`config.mk`:
```
export PLATFORM = sky130hd
export DESIGN_NAME = hazard_stall_ctrl
export DESIGN_NICKNAME = d
export VERILOG_FILES = /design/src/rtl/hazard_stall_ctrl_pkg.sv /design/src/rtl/hazard_load_use_det.sv /design/src/rtl/hazard_stall_ctrl.sv
export SDC_FILE = /design/constraint.sdc
export NUM_CORES = 1
export LEC_CHECK = 0
export ABC_AREA = 0
export BUFFER_PORTS_ARGS = -buffer_cell sky130_fd_sc_hd__buf_2
export CAP_MARGIN = 20
export CORE_AREA = 2 2 39 41
export CTS_BUF_LIST = sky130_fd_sc_hd__clkbuf_8
export DETAILED_ROUTE_END_ITERATION = 8
export DIE_AREA = 0 0 41 43
export GPL_TIMING_DRIVEN = 0
export PLACE_DENSITY = 0.84
export SLEW_MARGIN = 20
export SYNTH_ARGS = -nofsm -noshare
export SYNTH_HDL_FRONTEND = slang
export SYNTH_HIERARCHICAL = 1
export SYNTH_SLANG_ARGS = --single-unit
```
`constraint.sdc`:
```
create_clock -name clk -period 1.6 [get_ports clk]
set_clock_uncertainty 0.15 [all_clocks]
set_input_delay 0.16 -clock clk [delete_from_list [all_inputs] [get_ports clk]]
set_output_delay 0.16 -clock clk [all_outputs]
set_load 0.02 [all_outputs]
```
`src/rtl/hazard_stall_ctrl_pkg.sv`:
```
// rtl/hazard_stall_ctrl_pkg.sv - shared types and constants for the hazard/stall sequencer
package hazard_stall_ctrl_pkg;

   // Sequencer states: normal issue, or a mul/div is occupying EX
   typedef enum logic [0:0] {
      ST_IDLE    = 1'b0,
      ST_MD_BUSY = 1'b1
   } hz_state_e;

   // Architectural zero register; writes to it are discarded, so it never carries a hazard
   localparam int REG_ZERO = 0;

   // Default EX occupancy of a mul/div, in cycles
   localparam int MULDIV_LAT_DEF = 4;

   // Width of the mul/div down-counter (covers MULDIV_LAT up to 16)
   localparam int MD_CNT_W = 4;

   // Counter load value: the detect cycle in IDLE and the release cycle at cnt==0 are not counted
   function automatic logic [MD_CNT_W-1:0] md_cnt_init(input int lat);
      return MD_CNT_W'(lat - 2);
   endfunction

endpackage

```
`src/rtl/hazard_load_use_det.sv`:
```
// rtl/hazard_load_use_det.sv - combinational load-use compare between the ID sources and the EX load
module hazard_load_use_det
   import hazard_stall_ctrl_pkg::*;
#(
   parameter int REG_ADDR_W = 5
) (
   input  logic [REG_ADDR_W-1:0] rs_id,
   input  logic [REG_ADDR_W-1:0] rt_id,
   input  logic                  use_rs_id,
   input  logic                  use_rt_id,
   input  logic [REG_ADDR_W-1:0] rd_id_ex,
   input  logic                  mem_read_id_ex,
   input  logic                  reg_write_id_ex,
   output logic                  load_use
);

   logic ld_valid;
   logic rs_match;
   logic rt_match;

   // The load's data is not available until MEM, so forwarding cannot cover a consumer in ID
   assign ld_valid = mem_read_id_ex & reg_write_id_ex & (rd_id_ex != REG_ADDR_W'(REG_ZERO));
   assign rs_match = use_rs_id & (rs_id == rd_id_ex);
   assign rt_match = use_rt_id & (rt_id == rd_id_ex);
   assign load_use = ld_valid & (rs_match | rt_match);

endmodule

```
`src/rtl/hazard_stall_ctrl.sv`:
```
// rtl/hazard_stall_ctrl.sv - pipeline hazard/stall sequencer; HAZARD_PERF_CNT_EN adds perf counters
module hazard_stall_ctrl
   import hazard_stall_ctrl_pkg::*;
#(
   parameter int REG_ADDR_W = 5,
   parameter int MULDIV_LAT = MULDIV_LAT_DEF
`ifdef HAZARD_PERF_CNT_EN
   ,
   parameter int CNT_W      = 32
`endif
) (
   input  logic                  clk,
   input  logic                  arst,
   input  logic [REG_ADDR_W-1:0] rs_id,
   input  logic [REG_ADDR_W-1:0] rt_id,
   input  logic                  use_rs_id,
   input  logic                  use_rt_id,
   input  logic [REG_ADDR_W-1:0] rd_id_ex,
   input  logic                  mem_read_id_ex,
   input  logic                  reg_write_id_ex,
   input  logic                  muldiv_id_ex,
   input  logic                  branch_taken_ex,
   output logic                  pc_write,
   output logic                  if_id_write,
   output logic                  if_id_flush,
   output logic                  id_ex_bubble,
   output logic                  ex_hold,
   output logic                  busy
`ifdef HAZARD_PERF_CNT_EN
   ,
   output logic [CNT_W-1:0]      stall_cycles,
   output logic [CNT_W-1:0]      flush_count
`endif
);

   // Out-of-range latency cannot be represented by the down-counter
   if ((MULDIV_LAT < 2) || (MULDIV_LAT > 16)) begin : g_bad_lat
      $error("hazard_stall_ctrl: MULDIV_LAT must be in 2..16");
   end

   localparam logic [MD_CNT_W-1:0] CNT_INIT = md_cnt_init(MULDIV_LAT);

   hz_state_e             state_q, state_d;
   logic [MD_CNT_W-1:0]   cnt_q, cnt_d;
   logic                  load_use;

   hazard_load_use_det #(
      .REG_ADDR_W(REG_ADDR_W)
   ) u_load_use_det (
      .rs_id          (rs_id),
      .rt_id          (rt_id),
      .use_rs_id      (use_rs_id),
      .use_rt_id      (use_rt_id),
      .rd_id_ex       (rd_id_ex),
      .mem_read_id_ex (mem_read_id_ex),
      .reg_write_id_ex(reg_write_id_ex),
      .load_use       (load_use)
   );

   // Next-state and same-cycle control outputs; reset forces idle controls regardless of inputs
   always_comb begin
      state_d      = state_q;
      cnt_d        = cnt_q;
      pc_write     = 1'b1;
      if_id_write  = 1'b1;
      if_id_flush  = 1'b0;
      id_ex_bubble = 1'b0;
      ex_hold      = 1'b0;
      busy         = 1'b0;
      if (!arst) begin
         case (state_q)
            ST_IDLE: begin
               if (muldiv_id_ex) begin
                  // A pending load-use in ID is simply re-evaluated once the freeze lifts
                  pc_write    = 1'b0;
                  if_id_write = 1'b0;
                  ex_hold     = 1'b1;
                  busy        = 1'b1;
                  state_d     = ST_MD_BUSY;
                  cnt_d       = CNT_INIT;
               end else if (branch_taken_ex) begin
                  // ID holds a wrong-path instruction, so its load-use match is irrelevant
                  if_id_flush  = 1'b1;
                  id_ex_bubble = 1'b1;
               end else if (load_use) begin
                  pc_write     = 1'b0;
                  if_id_write  = 1'b0;
                  id_ex_bubble = 1'b1;
               end
            end
            ST_MD_BUSY: begin
               if (cnt_q != '0) begin
                  pc_write    = 1'b0;
                  if_id_write = 1'b0;
                  ex_hold     = 1'b1;
                  busy        = 1'b1;
                  cnt_d       = cnt_q - 1'b1;
               end else begin
                  // Release cycle: result moves on to MEM, next instruction enters EX
                  state_d = ST_IDLE;
               end
            end
         endcase
      end
   end

   // Sequencer state and mul/div down-counter
   always_ff @(posedge clk or posedge arst) begin
      if (arst) begin
         state_q <= ST_IDLE;
         cnt_q   <= '0;
      end else begin
         state_q <= state_d;
         cnt_q   <= cnt_d;
      end
   end

`ifdef HAZARD_PERF_CNT_EN
   logic [CNT_W-1:0] stall_cycles_q, stall_cycles_d;
   logic [CNT_W-1:0] flush_count_q, flush_count_d;

   // Counters wrap naturally at 2^CNT_W
   always_comb begin
      stall_cycles_d = stall_cycles_q;
      flush_count_d  = flush_count_q;
      if (!pc_write) begin
         stall_cycles_d = stall_cycles_q + 1'b1;
      end
      if (if_id_flush) begin
         flush_count_d = flush_count_q + 1'b1;
      end
   end

   // Performance counter registers
   always_ff @(posedge clk or posedge arst) begin
      if (arst) begin
         stall_cycles_q <= '0;
         flush_count_q  <= '0;
      end else begin
         stall_cycles_q <= stall_cycles_d;
         flush_count_q  <= flush_count_d;
      end
   end

   assign stall_cycles = stall_cycles_q;
   assign flush_count  = flush_count_q;
`endif

endmodule

```
==> flow_summary.ini <==
[place]
port_buffers = 28
place_inst = 95
gp_congestion = 0.778
dpl.hpwl_um = 916

[timing]
worstMarginPinSlew_ps = 300
fin_crit_sh = 1.16
rsz0062_at_grt = true
worst_slack_ps = -253
slew_headroom = 0.800
final_max_slew_viol_count = 0
setup_viol = 8
fmax_mhz = 540
final-hold-violation-count = 0
period_needed_ps = 1850

[global_routing]
grt_max_degree = 11
grtUsageTotal = 0.190
grt_pass1_wl_um = 2180
antenna_found_initial = 0
grt_pass1_vias = 582
grt_overflow_total = 0

[setup_path]
crit_type = in2out
worstSetupEndpointType = output port
slowest_delay_ps = 270
cp.required_ps = 1290
critPathSlowestCell = nor4_2
cp.arrival_ps = 1540
path_common_cell = buf_6
crit_path_cell_trace = buf_8, xor2_1, nor4_2, nand3_1, a21oi_2, nor4b_4, nor2_4, buf_6, buf_6
cp_max_fo = 3
worstSetupStartpointType = primary input

[route]
via_count = 568
drt_wl_total_um = 1520
route.detailed.drc = 0
wl_per_cell_um = 13.7
first_iter_violations = 0
drtAntennaViolNets = 0
dr.pass1.iters = 1
routed_via_density = 5.12

[power]
p_sw_frac = 0.353
p_comb_frac = 0.596
p_sw_w = 0.000406
ir_drop_v = 0.000791
pwr-share-clk = 0.195
p_seq_frac = 0.209
powerDensity_nw_per_um2 = 1190
power.leakage_nw = 0.451
p_int_w = 0.000744

[yosys]
avgSynthCellArea_um2 = 9.76
netlist_instances = 51
syn_nets = 76
seq_area_frac_synth = 0.251
yosys_warnings = 6
synth_cell_types = 28
syn_area_um2 = 498
synth-seq-cells = 5

[layout]
fin_util = 0.697
area_growth_pct = 93.7
stdcell_count = 111
n_fill_cell = 102
nets = 121
antennaDiodeCount = 0
drive_above_1_share = 0.705

[clock_network]
cts_tree = built
clk_pin_slew_ps = 30
cts_sinks = 5
clockBufferDepth = 2
cts_max_level = 1
numCtsBuffers = 3
clk-insertion-delay-late_ps = 220
cts_root_buf = clkbuf_8

[die]
fp.dieH_um = 43
rows = 14
start_util = 0.360
core_area_um2 = 1380
io_pins = 29
dieArea_um2 = 1760
die_w_um = 41

[job]
cap_violations = 0

[worst_hold_path]
hp-class = in2reg

[run_status]
violations = negative setup slack
status = finished, violations left
[cells by family (layout without fill, tap and decap cells)]
group           after synthesis  in the layout  share of synthesized area
compound gates               10             10                      0.173
xor+xnor                     10             10                      0.176
fa+ha+maj                     2              2                     0.0502
buf+inv                       6             50                     0.0678
flops                         5              5                      0.251
mux                           1              1                     0.0301
simple gates                 17             17                      0.251
[path summary, 6_finish.rpt]
path                                   from        to  slack, ps  depth (start not counted)
worst min register to register     cnt_q[2]  cnt_q[2]        500                          1
worst max-delay path            rd_id_ex[0]  pc_write       -250                          9
min in group asynchronous              arst  cnt_q[0]        330                          3
worst min-delay path                   arst   state_q        150                          2
max in group asynchronous              arst  cnt_q[2]        800                          3
worst max register to register     cnt_q[1]  cnt_q[1]       -160                          7
[final cells by class]
| type | count | area, um2 | area share |
|---|---|---|---|
| Sequential cell | 5 | 125 | 0.130 |
| Timing Repair Buffer | 40 | 303 | 0.314 |
| Clock inverter | 1 | 3.75 | 0.00389 |
| Clock buffer | 3 | 41.3 | 0.0428 |
| Multi-Input combinational cell | 40 | 430 | 0.446 |
| Inverter | 3 | 11.3 | 0.0117 |
| Tap cell | 16 | 20.0 | 0.0208 |
| Buffer | 3 | 30.0 | 0.0311 |
[metal layers]
| metal | part of all wire | track usage | up-vias |
|---|---|---|---|
| met5 | 0 | 0 | - |
| met4 | 0.011 | 0.100 | 0 |
| met1 | 0.34 | 0.172 | 263 |
| met2 | 0.54 | 0.369 | 28 |
| met3 | 0.10 | 0.0157 | 2 |
| li1 | - | - | 275 |
[critical path: cells and delay by family]
| kind | cells | cell delay, ps |
|---|---|---|
| and+or+nand+nor | 4 | 710 |
| AOI/OAI and AO/OA | 1 | 170 |
| buffers and inverters | 3 | 330 |
| xor gates and xnor gates | 1 | 160 |
[power by group through the flow]
| stage | logic (W) | clock network, W | registers, W |
|---|---|---|---|
| after floorplan | 0.000291 | 0 | 0.000233 |
| after global placement | 0.000372 | 0 | 0.000244 |
| after detailed placement | 0.000384 | 0 | 0.000247 |
| after CTS | 0.000634 | 0.000227 | 0.000238 |
| after global routing | 0.000748 | 0.000238 | 0.000248 |
| final | 0.000686 | 0.000224 | 0.000240 |
[registers in the layout, indices dropped and copies added (netlist names)]
register,count
cnt_q,4
state_q,1
[cell usage in the layout (no fill, tap or decap), types with 2 or more instances in the layout]
cell type	n
nor4_2	2
xnor2_1	2
buf_6	12
ha_4	2
xor2_1	8
inv_1	2
nand3_1	2
buf_2	18
dfrtp_1	5
nand2_1	2
nor4_1	2
o21a_1	2
inv_2	2
nor2_4	2
buf_4	11
clkbuf_8	3
[synthesized netlist by cell type]
cell      count  area share
o21bai_2      1       0.023
a21o_2        1       0.018
nand2_1       2       0.015
inv_1         3       0.023
nand3_1       2       0.020
nor3_1        1       0.010
mux2_4        1       0.030
ha_1          2       0.050
xnor2_1       2       0.035
buf_4         3       0.045
nor2_2        1       0.013
nor4_1        4       0.050
o31a_2        1       0.020
or4b_1        1       0.020
o211ai_2      1       0.025
nor4b_1       1       0.018
a211o_2       1       0.020
o21ai_0       1       0.010
xor2_1        8        0.14
nor2_1        1      0.0075
a31o_1        1       0.018
dfrtp_1       5        0.25
or4_1         1       0.015
and3b_2       1       0.020
and2_1        1       0.013
a21oi_1       1       0.010
nor4bb_4      1       0.050
o21a_1        2       0.030
[per-stage QoR]
stage	instance area (um2)	setup TNS [ps]	power [W]	hold WS, ps	setup WS (ps)
6_report	965	-1130	0.00115	154	-253
5_1_grt	965	-1730	0.00123	158	-346
4_1_cts	923	-1180	0.00110	113	-268
3_5_place_dp	693	-763	0.000631	-18.9	-364
3_3_place_gp	693	-730	0.000615	-22.0	-363
2_1_floorplan	533	-35.6	0.000524	-211	-35.6
[timing repair]
| action | in CTS | in global routing |
|---|---|---|
| gates resized for setup | 25 | 9 |
| hold buffers | 1 | 0 |
| pin swaps | 13 | 9 |
| setup endpoints to repair | 8 | 10 |
| buffers inserted | 11 | 3 |
| endpoints found under the hold margin | 5 | 0 |
Note: power is estimated with default switching activity, not from simulation.
